### src/rtl/cp0_exception_unit_if.sv
// MEM-stage <-> CP0 handshake: exception/ERET/MTC0 requests in, answer/cause/EPC out.
interface cp0_exception_unit_if;
    logic        i_MEM_valid;
    logic [31:0] i_MEM_pc;
    logic        i_MEM_is_delay_slot;
    logic        i_MEM_exception_valid;
    logic [4:0]  i_MEM_exception_cause;
    logic [31:0] i_MEM_bad_vaddr;
    logic        i_MEM_is_eret;
    logic        i_MEM_cp0_we;
    logic [4:0]  i_MEM_cp0_waddr;
    logic [31:0] i_MEM_cp0_wdata;
    logic [4:0]  i_cp0_raddr;
    logic [4:0]  i_ext_int;
    logic [31:0] o_cp0_rdata;
    logic        o_answer_exc;
    logic [4:0]  o_MEM_exception_cause;
    logic        o_MEM_is_eret;
    logic [31:0] o_MEM_epc_value;
    logic        o_flush;

    // Pipeline side: presents the MEM instruction, consumes the redirect decision.
    modport master (
        output i_MEM_valid, i_MEM_pc, i_MEM_is_delay_slot, i_MEM_exception_valid,
               i_MEM_exception_cause, i_MEM_bad_vaddr, i_MEM_is_eret, i_MEM_cp0_we,
               i_MEM_cp0_waddr, i_MEM_cp0_wdata, i_cp0_raddr, i_ext_int,
        input  o_cp0_rdata, o_answer_exc, o_MEM_exception_cause, o_MEM_is_eret,
               o_MEM_epc_value, o_flush
    );

    // CP0 side: produces the answer/cause/EPC handshake.
    modport slave (
        input  i_MEM_valid, i_MEM_pc, i_MEM_is_delay_slot, i_MEM_exception_valid,
               i_MEM_exception_cause, i_MEM_bad_vaddr, i_MEM_is_eret, i_MEM_cp0_we,
               i_MEM_cp0_waddr, i_MEM_cp0_wdata, i_cp0_raddr, i_ext_int,
        output o_cp0_rdata, o_answer_exc, o_MEM_exception_cause, o_MEM_is_eret,
               o_MEM_epc_value, o_flush
    );
endinterface

### src/rtl/cp0_exception_unit.sv
// CP0 register file (Status/Cause/EPC/BadVAddr/Count/Compare) and MEM-stage
// exception/interrupt arbiter driving the next-PC redirect.
module cp0_exception_unit #(
    parameter int unsigned COUNT_DIV = 2
) (
    input  logic                 i_clk,
    input  logic                 i_rst,
    cp0_exception_unit_if.slave  bus
);
    typedef enum logic [4:0] {
        EXC_INT  = 5'd0,
        EXC_ADEL = 5'd4,
        EXC_ADES = 5'd5,
        EXC_SYS  = 5'd8,
        EXC_BP   = 5'd9,
        EXC_RI   = 5'd10,
        EXC_OV   = 5'd12,
        EXC_TRAP = 5'd13
    } exc_code_e;

    typedef enum logic [4:0] {
        REG_BADVADDR = 5'd8,
        REG_COUNT    = 5'd9,
        REG_COMPARE  = 5'd11,
        REG_STATUS   = 5'd12,
        REG_CAUSE    = 5'd13,
        REG_EPC      = 5'd14
    } cp0_reg_e;

    localparam int unsigned PW = (COUNT_DIV > 1) ? $clog2(COUNT_DIV) : 1;

    logic          status_ie_q,  status_ie_d;
    logic          status_exl_q, status_exl_d;
    logic [7:0]    status_im_q,  status_im_d;
    logic          cause_bd_q,   cause_bd_d;
    logic [1:0]    ip_sw_q,      ip_sw_d;
    logic [4:0]    ext_int_q,    ext_int_d;
    logic          ip7_q,        ip7_d;
    logic [4:0]    exc_code_q,   exc_code_d;
    logic [31:0]   epc_q,        epc_d;
    logic [31:0]   badvaddr_q,   badvaddr_d;
    logic [31:0]   count_q,      count_d;
    logic [31:0]   compare_q,    compare_d;
    logic [PW-1:0] presc_q,      presc_d;

    logic [7:0]    ip;
    logic          int_pending;
    logic          answer;
    logic          eret_ok;
    logic [4:0]    taken_cause;

    // Same-cycle redirect decision; interrupts take priority over synchronous exceptions.
    always_comb begin
        ip          = {ip7_q, ext_int_q, ip_sw_q};
        int_pending = status_ie_q & ~status_exl_q & (|(ip & status_im_q));
        answer      = ~status_exl_q & bus.i_MEM_valid & (int_pending | bus.i_MEM_exception_valid);
        eret_ok     = bus.i_MEM_is_eret & bus.i_MEM_valid & ~answer;
        taken_cause = int_pending ? EXC_INT : bus.i_MEM_exception_cause;
    end

    assign bus.o_answer_exc          = answer;
    assign bus.o_MEM_exception_cause = taken_cause;
    assign bus.o_MEM_is_eret         = eret_ok;
    assign bus.o_MEM_epc_value       = epc_q;
    assign bus.o_flush               = answer | eret_ok;

    // MFC0 read mux; state only, a same-cycle MTC0 is not forwarded.
    always_comb begin
        bus.o_cp0_rdata = '0;
        case (bus.i_cp0_raddr)
            REG_BADVADDR: bus.o_cp0_rdata = badvaddr_q;
            REG_COUNT:    bus.o_cp0_rdata = count_q;
            REG_COMPARE:  bus.o_cp0_rdata = compare_q;
            REG_STATUS:   bus.o_cp0_rdata = {16'h0, status_im_q, 6'h0, status_exl_q, status_ie_q};
            REG_CAUSE:    bus.o_cp0_rdata = {cause_bd_q, 15'h0, ip, 1'b0, exc_code_q, 2'b00};
            REG_EPC:      bus.o_cp0_rdata = epc_q;
            default:      bus.o_cp0_rdata = '0;
        endcase
    end

    // Next-state: timer, then MTC0, then exception entry, then ERET.
    // Exception entry is applied after MTC0 so it overrides any field the write touched;
    // MTC0 is gated by ~answer anyway, so the order only matters for readability.
    always_comb begin
        status_ie_d  = status_ie_q;
        status_exl_d = status_exl_q;
        status_im_d  = status_im_q;
        cause_bd_d   = cause_bd_q;
        ip_sw_d      = ip_sw_q;
        ext_int_d    = bus.i_ext_int;
        ip7_d        = ip7_q | (count_q == compare_q);
        exc_code_d   = exc_code_q;
        epc_d        = epc_q;
        badvaddr_d   = badvaddr_q;
        compare_d    = compare_q;
        count_d      = count_q;
        presc_d      = presc_q + 1'b1;
        if (presc_q == PW'(COUNT_DIV - 1)) begin
            presc_d = '0;
            count_d = count_q + 32'd1;
        end

        if (bus.i_MEM_cp0_we && !answer) begin
            case (bus.i_MEM_cp0_waddr)
                REG_COUNT: begin
                    count_d = bus.i_MEM_cp0_wdata;
                    presc_d = '0;
                end
                REG_COMPARE: begin
                    compare_d = bus.i_MEM_cp0_wdata;
                    ip7_d     = 1'b0;
                end
                REG_STATUS: begin
                    status_ie_d  = bus.i_MEM_cp0_wdata[0];
                    status_exl_d = bus.i_MEM_cp0_wdata[1];
                    status_im_d  = bus.i_MEM_cp0_wdata[15:8];
                end
                REG_CAUSE: ip_sw_d = bus.i_MEM_cp0_wdata[9:8];
                REG_EPC:   epc_d   = bus.i_MEM_cp0_wdata;
                default: ;
            endcase
        end

        if (answer) begin
            status_exl_d = 1'b1;
            epc_d        = bus.i_MEM_is_delay_slot ? (bus.i_MEM_pc - 32'd4) : bus.i_MEM_pc;
            cause_bd_d   = bus.i_MEM_is_delay_slot;
            exc_code_d   = taken_cause;
            if (!int_pending && (bus.i_MEM_exception_cause == EXC_ADEL ||
                                 bus.i_MEM_exception_cause == EXC_ADES)) begin
                badvaddr_d = bus.i_MEM_bad_vaddr;
            end
        end

        if (eret_ok) begin
            status_exl_d = 1'b0;
        end
    end

    // State registers with synchronous reset.
    always_ff @(posedge i_clk) begin
        if (i_rst) begin
            status_ie_q  <= 1'b0;
            status_exl_q <= 1'b0;
            status_im_q  <= '0;
            cause_bd_q   <= 1'b0;
            ip_sw_q      <= '0;
            ext_int_q    <= '0;
            ip7_q        <= 1'b0;
            exc_code_q   <= '0;
            epc_q        <= '0;
            badvaddr_q   <= '0;
            count_q      <= '0;
            compare_q    <= '0;
            presc_q      <= '0;
        end else begin
            status_ie_q  <= status_ie_d;
            status_exl_q <= status_exl_d;
            status_im_q  <= status_im_d;
            cause_bd_q   <= cause_bd_d;
            ip_sw_q      <= ip_sw_d;
            ext_int_q    <= ext_int_d;
            ip7_q        <= ip7_d;
            exc_code_q   <= exc_code_d;
            epc_q        <= epc_d;
            badvaddr_q   <= badvaddr_d;
            count_q      <= count_d;
            compare_q    <= compare_d;
            presc_q      <= presc_d;
        end
    end
endmodule

### src/flat_wrapper.sv
// flat-port wrapper written by rule: the top's interface ports become plain ports
module cp0_exception_unit_flat 
#(
    parameter int unsigned COUNT_DIV = 2
)
  (i_clk, i_rst, bus_i_MEM_valid, bus_i_MEM_pc, bus_i_MEM_is_delay_slot, bus_i_MEM_exception_valid, bus_i_MEM_exception_cause, bus_i_MEM_bad_vaddr, bus_i_MEM_is_eret, bus_i_MEM_cp0_we, bus_i_MEM_cp0_waddr, bus_i_MEM_cp0_wdata, bus_i_cp0_raddr, bus_i_ext_int, bus_o_cp0_rdata, bus_o_answer_exc, bus_o_MEM_exception_cause, bus_o_MEM_is_eret, bus_o_MEM_epc_value, bus_o_flush);
  cp0_exception_unit_if bus_i ();
  input  logic i_clk;
  input  logic i_rst;
  input wire logic [$bits(bus_i.i_MEM_valid)-1:0] bus_i_MEM_valid;
  input wire logic [$bits(bus_i.i_MEM_pc)-1:0] bus_i_MEM_pc;
  input wire logic [$bits(bus_i.i_MEM_is_delay_slot)-1:0] bus_i_MEM_is_delay_slot;
  input wire logic [$bits(bus_i.i_MEM_exception_valid)-1:0] bus_i_MEM_exception_valid;
  input wire logic [$bits(bus_i.i_MEM_exception_cause)-1:0] bus_i_MEM_exception_cause;
  input wire logic [$bits(bus_i.i_MEM_bad_vaddr)-1:0] bus_i_MEM_bad_vaddr;
  input wire logic [$bits(bus_i.i_MEM_is_eret)-1:0] bus_i_MEM_is_eret;
  input wire logic [$bits(bus_i.i_MEM_cp0_we)-1:0] bus_i_MEM_cp0_we;
  input wire logic [$bits(bus_i.i_MEM_cp0_waddr)-1:0] bus_i_MEM_cp0_waddr;
  input wire logic [$bits(bus_i.i_MEM_cp0_wdata)-1:0] bus_i_MEM_cp0_wdata;
  input wire logic [$bits(bus_i.i_cp0_raddr)-1:0] bus_i_cp0_raddr;
  input wire logic [$bits(bus_i.i_ext_int)-1:0] bus_i_ext_int;
  output wire logic [$bits(bus_i.o_cp0_rdata)-1:0] bus_o_cp0_rdata;
  output wire logic [$bits(bus_i.o_answer_exc)-1:0] bus_o_answer_exc;
  output wire logic [$bits(bus_i.o_MEM_exception_cause)-1:0] bus_o_MEM_exception_cause;
  output wire logic [$bits(bus_i.o_MEM_is_eret)-1:0] bus_o_MEM_is_eret;
  output wire logic [$bits(bus_i.o_MEM_epc_value)-1:0] bus_o_MEM_epc_value;
  output wire logic [$bits(bus_i.o_flush)-1:0] bus_o_flush;
  assign bus_i.i_MEM_valid = bus_i_MEM_valid;
  assign bus_i.i_MEM_pc = bus_i_MEM_pc;
  assign bus_i.i_MEM_is_delay_slot = bus_i_MEM_is_delay_slot;
  assign bus_i.i_MEM_exception_valid = bus_i_MEM_exception_valid;
  assign bus_i.i_MEM_exception_cause = bus_i_MEM_exception_cause;
  assign bus_i.i_MEM_bad_vaddr = bus_i_MEM_bad_vaddr;
  assign bus_i.i_MEM_is_eret = bus_i_MEM_is_eret;
  assign bus_i.i_MEM_cp0_we = bus_i_MEM_cp0_we;
  assign bus_i.i_MEM_cp0_waddr = bus_i_MEM_cp0_waddr;
  assign bus_i.i_MEM_cp0_wdata = bus_i_MEM_cp0_wdata;
  assign bus_i.i_cp0_raddr = bus_i_cp0_raddr;
  assign bus_i.i_ext_int = bus_i_ext_int;
  assign bus_o_cp0_rdata = bus_i.o_cp0_rdata;
  assign bus_o_answer_exc = bus_i.o_answer_exc;
  assign bus_o_MEM_exception_cause = bus_i.o_MEM_exception_cause;
  assign bus_o_MEM_is_eret = bus_i.o_MEM_is_eret;
  assign bus_o_MEM_epc_value = bus_i.o_MEM_epc_value;
  assign bus_o_flush = bus_i.o_flush;
  cp0_exception_unit #(.COUNT_DIV(COUNT_DIV)) u_core (.i_clk(i_clk), .i_rst(i_rst), .bus(bus_i));
endmodule
### config.mk
export PLATFORM = sky130hd
export DESIGN_NAME = cp0_exception_unit_flat
export DESIGN_NICKNAME = d
export VERILOG_FILES = /design/src/rtl/cp0_exception_unit_if.sv /design/src/rtl/cp0_exception_unit.sv /design/src/flat_wrapper.sv
export SDC_FILE = /design/constraint.sdc
export NUM_CORES = 1
export LEC_CHECK = 0
export ABC_CLOCK_PERIOD_IN_PS = 1800
export CAP_MARGIN = 25
export CORE_ASPECT_RATIO = 1.75
export CORE_UTILIZATION = 46
export DETAILED_ROUTE_END_ITERATION = 10
export HOLD_SLACK_MARGIN = 0.05
export PLACE_DENSITY = 0.84
export SKIP_CTS_REPAIR_TIMING = 1
export SLEW_MARGIN = 20
export SYNTH_ARGS = -nofsm -noshare
export SYNTH_HDL_FRONTEND = slang
export SYNTH_SLANG_ARGS = --single-unit
### constraint.sdc
create_clock -name i_clk -period 1.8 [get_ports i_clk]
set_input_delay 0.18 -clock i_clk [delete_from_list [all_inputs] [get_ports i_clk]]
set_output_delay 0.18 -clock i_clk [all_outputs]
set_load 0.02 [all_outputs]
# --- Yosys cells after proc, flatten, opt, wreduce, memory -nomap -nowiden ---
# Index checks and enable logic that the tools add are counted.
totals:
  reg_bits: 153
  latch_bits: 0
  mem_bits_rw: 0
  rom_bits: 0
  input_bits: 123
  output_inout_bits: 72
  wordCells: 75
  memories: 0
op_classes:
  n_addsub: 3
  mul: 0
  n_div: 0
  n_lt_le_gt_ge: 0
  n_eq_ne: 14
  shift: 0
  mux: 17
  bitwise: 12
  n_reduce_logical: 16
ops:
  columns: ["op", "n"]
  rows:
  - ["32-bit two-way mux", 7]
  - ["32-bit one-hot mux with 6 select lines", 1]
  - ["5-bit by 4-bit == test with 1-bit output (second input constant)", 11]
  - ["32-bit by 1-bit adder with 32-bit output (second input constant)", 1]
  - ["32-bit == test", 1]
  - ["32-bit by 3-bit subtractor with 32-bit output (second input constant)", 1]
  - ["2-bit AND reduction", 6]
  - ["5-bit by 3-bit == test with 1-bit output (second input constant)", 2]
  - ["8-bit AND", 1]
  - ["1-bit two-way mux", 8]
  - ["8-bit OR reduction", 1]
  - ["1-bit AND", 6]
  - ["2-bit nonzero test", 3]
  - ["5-bit two-way mux", 1]
  - ["1-bit OR", 3]
  - ["1-bit logical AND", 2]
  - ["1-bit zero test", 2]
  - ["1-bit NOT", 2]
  - ["2-bit OR reduction", 1]
  - ["1-bit adder (second input constant)", 1]
  - ["1-bit logical OR", 1]

# --- Logic depth before layout (Yosys ltp) ---
logic_depth:
  ltp_word: 9
  depth_mapped: 8
  depth_no_buf: 7

# --- Worst setup path after synthesis ---
# Ideal clock, no wire load.
synth_timing:
  path_kind: "reg-to-output"
  startpoint: "reg u_core.ip_sw_q[1]"
  endpoint: "out bus_o_MEM_is_eret"
  arrival_time_ps: 2048
  t_required_ps: 1620
  slack_ps: -428
  stages_incl_launch_ff: 8
  n_path_buf: 2
  cell_sequence: "dfxtp_1 > a22oi_1 > a41oi_1 > o21ai_1 > inv_1 > clkbuf_1 > clkbuf_1 > nor2_1"
synth_between:
  elab_chain_cells: 7
synth_lines:
  columns: ["item", "line", "text"]
  rows:
  - ["start, declared", "cp0_exception_unit.sv:36", "logic [1:0] ip_sw_q, ip_sw_d;"]
  - ["start signal, assigned", "cp0_exception_unit.sv:161", "ip_sw_q <= ip_sw_d;"]
  - ["8-bit AND", "cp0_exception_unit.sv:55", "int_pending = status_ie_q & ~status_exl_q & (|(ip & status_im_q));"]
  - ["8-bit OR reduction", "cp0_exception_unit.sv:55", null]
  - ["1-bit AND", "cp0_exception_unit.sv:55", null]
  - ["1-bit OR", "cp0_exception_unit.sv:56", "answer = ~status_exl_q & bus.i_MEM_valid & (int_pending | bus.i_MEM_exception_valid);"]
  - ["1-bit AND", "cp0_exception_unit.sv:56", null]
  - ["via bus_o_answer_exc", "flat_wrapper.sv:23", "output wire logic [$bits(bus_i.o_answer_exc)-1:0] bus_o_answer_exc;"]
  - ["1-bit NOT", "cp0_exception_unit.sv:57", "eret_ok = bus.i_MEM_is_eret & bus.i_MEM_valid & ~answer;"]
  - ["1-bit AND", "cp0_exception_unit.sv:57", null]
  - ["end, declared", "flat_wrapper.sv:25", "output wire logic [$bits(bus_i.o_MEM_is_eret)-1:0] bus_o_MEM_is_eret;"]
# The timed path passes the listed nets, and every way through them passes these cells.

# --- Worst setup path in the final report ---
layout_timing:
  startpoint: "reg u_core.ip_sw_q[1]"
  endpoint: "reg u_core.compare_q[7]"
layout_between:
  elab_chain_cells: 8
layout_lines:
  columns: ["item", "line", "text"]
  rows:
  - ["8-bit AND", "cp0_exception_unit.sv:55", null]
  - ["8-bit OR reduction", "cp0_exception_unit.sv:55", null]
  - ["1-bit AND", "cp0_exception_unit.sv:55", null]
  - ["1-bit OR", "cp0_exception_unit.sv:56", null]
  - ["1-bit AND", "cp0_exception_unit.sv:56", null]
  - ["1-bit zero test", "cp0_exception_unit.sv:103", "if (bus.i_MEM_cp0_we && !answer) begin"]
  - ["1-bit logical AND", "cp0_exception_unit.sv:103", null]
  - ["2-bit AND reduction (no source line)", null, null]
  - ["end signal, assigned", "cp0_exception_unit.sv:168", "compare_q <= compare_d;"]
  - ["end, declared", "cp0_exception_unit.sv:43", "logic [31:0] compare_q, compare_d;"]
# Every way passes these cells.
# A chain may end at the register's enable or synchronous reset.

==> metrics.md <==
| Metric | Value |
|---|---|
| Sw Share | 28.3% |
| Slew @ Worst Pin | roughly 0.77 ns |
| H-tree depth | 4 |
| Worst vdd ir | 666 µV |
| IO Port Bufs | 194 |
| Syn Area/Cell | 8.02 µm² |
| Ys async rst share | 0% |
| Slowest stage delay, CP | roughly 0.52 ns |
| CP startpoint kind | register |
| Worst-Skew Late Latency | between 0.4 and 0.5 ns |
| Share of the synthesized area in the top cell type | 37.3% |
| Final worst-path cycle share | 141% |
| Syn nets | 1148 |
| Failing checks | negative setup slack |
| Total routed wirelength | 44.0 mm |
| Layout area overhead | 65.0% |
| Number of synthesized flops with an enable pin | 0 |
| R2r endpoint | u_core.compare_q[7] |
| Number of global-route vias before repair | 9304 |
| Max-slew violation count | 0 |
| Pwr/cell area | 672 nW/µm² |
| Overflow after GRT | 0 |
| CP startpoint | u_core.ip_sw_q[1] |
| WP data arrival | approximately 2.9 ns |
| Seq cells post-synth | ~150 |
| Clock buffer depth | 2 |
| Psw | about 2.6 mW |
| Post-synthesis cell count | 1023 |
| WP buf/inv | 3 |
| Post-route ant nets | 0 |
| Yosys top cell by area | dfxtp_1 |
| Highest-count cells in the layout ignoring fill and taps | 159 x nand2_1, 152 x buf_4, 144 x clkdlybuf4s50_1 |
| DP Wirelength | between 20 and 25 mm |
| Type of element capturing the critical path | register |
| Core Box Area | 17500 µm² |
| GPL Wtd Cong | 0.943 |
| Outcome | finished, violations left |
| Reg-to-reg setup timing slack | -0.73 ns |
| Die area | ~18000 µm² |
| Max cap viols | 0 |
| Tmin final | between 2 and 3 ns |
| Drt drc | 0 |
| Area contributors post-synth | dfxtp_1 37%, nand2_1 8.6%, xnor2_1 6.8% |
| Net count, final | around 1500 |
| Vias | 10952 |
| Routed length per instance | 27.7 µm |
| Max Fanout on Critical Path | 8 |
| Final instance area | ~14000 µm² |
| Worst Slack Setup Final | -0.729 ns |
| Gate power share | 17.5% |
| Sequential share of power | between 30% and 40% |
| Most common cell after layout, fill and taps aside | nand2_1 |
| Crit Path Category | register to register |
| Drt pass-1 iters | 7 |
| Setup TNS | -48.06 ns |
| FP Rows | 64 |
| Worst r2r path cells | 8 |
| Antenna violations before repair | 2 |
| Setup-failing EPs final | roughly 180 |
| Layout cells sized above 1 | 32.7% |
| Hold Vio Cnt, Final | 0 |
| Initial Util | 47.0% |
| Synthesis Warnings | 0 |
| Lkg Pwr | 5.43 nW |
| Largest delay contributor family on the critical path | compound AO/OA/AOI/OAI gates |
| Int Pwr | 6.52 mW |
| Post-synth top flop | dfxtp_1 |
| RSZ-0062 raised after global routing | yes |
| First-pass GRT wire length | 48.0 mm |
| Reg2reg start | u_core.ip_sw_q[1] |
| CTS Buf Count | 17 |
| FMAX | about 0.40 GHz |
| Critical path depth | 8 |
| Crit path to | u_core.compare_q[7] |
| CTS tree | built |
| CTS Sinks | about 150 |
| # placed instances | around 1500 |
| Register area share after synthesis | 37.3% |
| Instance area after placement | around 11000 µm² |
| Post-Route Skew | 0.0113 ns |
| Synthesized cell area | 8210 µm² |
| Clock power frac | 42.9% |
| Netlist cell types | 48 |
| Fin util | around 78% |
| Number of I/O pins | 195 |
| FILL cells | 1034 |
| Non-Filler Instances | 1589 |
| Worst Hold Class | primary input to register |
| Die W | between 100 and 150 µm |
| Worst path most repeated cell | buf_4 |
| Reg clk slew, reported paths | roughly 0.07 ns |
| Root Buffer | clkbuf_16 |
| Number of vias per cell | between 6 and 7 |
| 1st-iter DRT viols | 1659 |
| Gr usage total | 34.5% |
| Largest net degree at the start of global routing | 98 |
| CP Cell Sequence | a22oi_2, buf_4, nand4_1, a2111oi_4, buf_4, buf_8, nand2_1, a21oi_1 |
| Die Height | 179 µm |
| Slew margin rel. | between 40 and 50% |
| Slowest-stage cell, CP | a2111oi_4 |
| Crit path required time | roughly 2.2 ns |
layout make-up:
class | count | area [µm²] | area share (%)
clock buffers | 18 | 439 | 3.24
multi-input cells | 783 | 5650 | 41.7
inverters | 8 | 30.0 | 0.222
repair buffers | 380 | 3870 | 28.6
diodes | 2 | 5.00 | 0.0370
clock inverters | 14 | 185 | 1.37
flip-flops and latches | 153 | 3080 | 22.7
well taps | 231 | 289 | 2.13
worst min path at each step:
stage                           end                  from  depth (start not counted)  slack [ns]
2_1_floorplan   u_core.ext_int_q[0]      bus_i_ext_int[0]                          1        0.31
3_3_place_gp   u_core.badvaddr_q[5]  u_core.badvaddr_q[5]                          2        0.44
3_5_place_dp      u_core.cause_bd_q     u_core.cause_bd_q                          2        0.45
4_1_cts         u_core.status_exl_q                 i_rst                          2        0.12
5_1_grt         u_core.ext_int_q[3]                 i_rst                          2        0.15
6_report        u_core.ext_int_q[3]                 i_rst                          2        0.14
state kept, by name, summed over array words and instances (netlist names), 2 cells and up:
| signal | flops |
|---|---|
| u_core.compare_q | 32 |
| u_core.status_im_q | 8 |
| u_core.bus.o_MEM_epc_value | 32 |
| u_core.ext_int_q | 5 |
| u_core.count_q | 32 |
| u_core.badvaddr_q | 32 |
| u_core.ip_sw_q | 2 |
| u_core.exc_code_q | 5 |
through the flow:
stage | hold WS [ns] | worst slack [ns] | total power, mW
2_1_floorplan | 0.308 | -0.113 | 4.10
3_3_place_gp | 0.443 | -0.803 | 4.87
3_5_place_dp | 0.449 | -0.840 | 4.89
6_report | 0.136 | -0.729 | 9.10
4_1_cts | 0.115 | -0.855 | 8.63
5_1_grt | 0.149 | -0.742 | 9.27
cells in the mapped netlist, drive strengths merged (9+ instances only):
cell type and n:
nand2 188, dfxtp 153, a21oi 112, clkbuf 70, a22oi 69, xnor2 64, nor3 36, a211oi 35
nand3 35, nor2 33, xor2 27, o21ai 25, nand4 24, mux2 21, nor4 19, o31ai 16
mux2i 15, nor2b 14, buf 9
metal layers:
| metal | GRT usage (%) | vias up | part of all wire, % |
|---|---|---|---|
| met2 | 58.5 | 1100 | 44 |
| met1 | 38.3 | 5051 | 30 |
| li1 | - | 4336 | - |
| met3 | 6.20 | 463 | 13 |
| met4 | 24.4 | 2 | 12 |
| met5 | 0 | - | 0.095 |
power by group through the flow:
stage | Combinational, mW | Sequential [mW] | Clock (mW)
CTS | 1.25 | 3.57 | 3.81
global placement | 1.22 | 3.65 | 0
global route | 1.64 | 3.60 | 4.02
finish | 1.60 | 3.60 | 3.91
detailed placement | 1.24 | 3.65 | 0
floorplan | 0.418 | 3.68 | 0
kinds of logic (layout without fill, tap and decap cells):
kind of cell               count (synthesis)  in the layout  share of synthesized area (%)
and+or+nand+nor                          385            385                           23.0
AOI/OAI and AO/OA                        269            269                           20.9
DFF                                      153            153                           37.3
xor gates and xnor gates                  91             91                           9.71
buffers and inverters                     87            420                           4.12
muxes                                     36             36                           4.71
adders and majority gates                  2              2                          0.305
other                                      0              2                              0
Note: power is estimated with default switching activity, not from simulation.
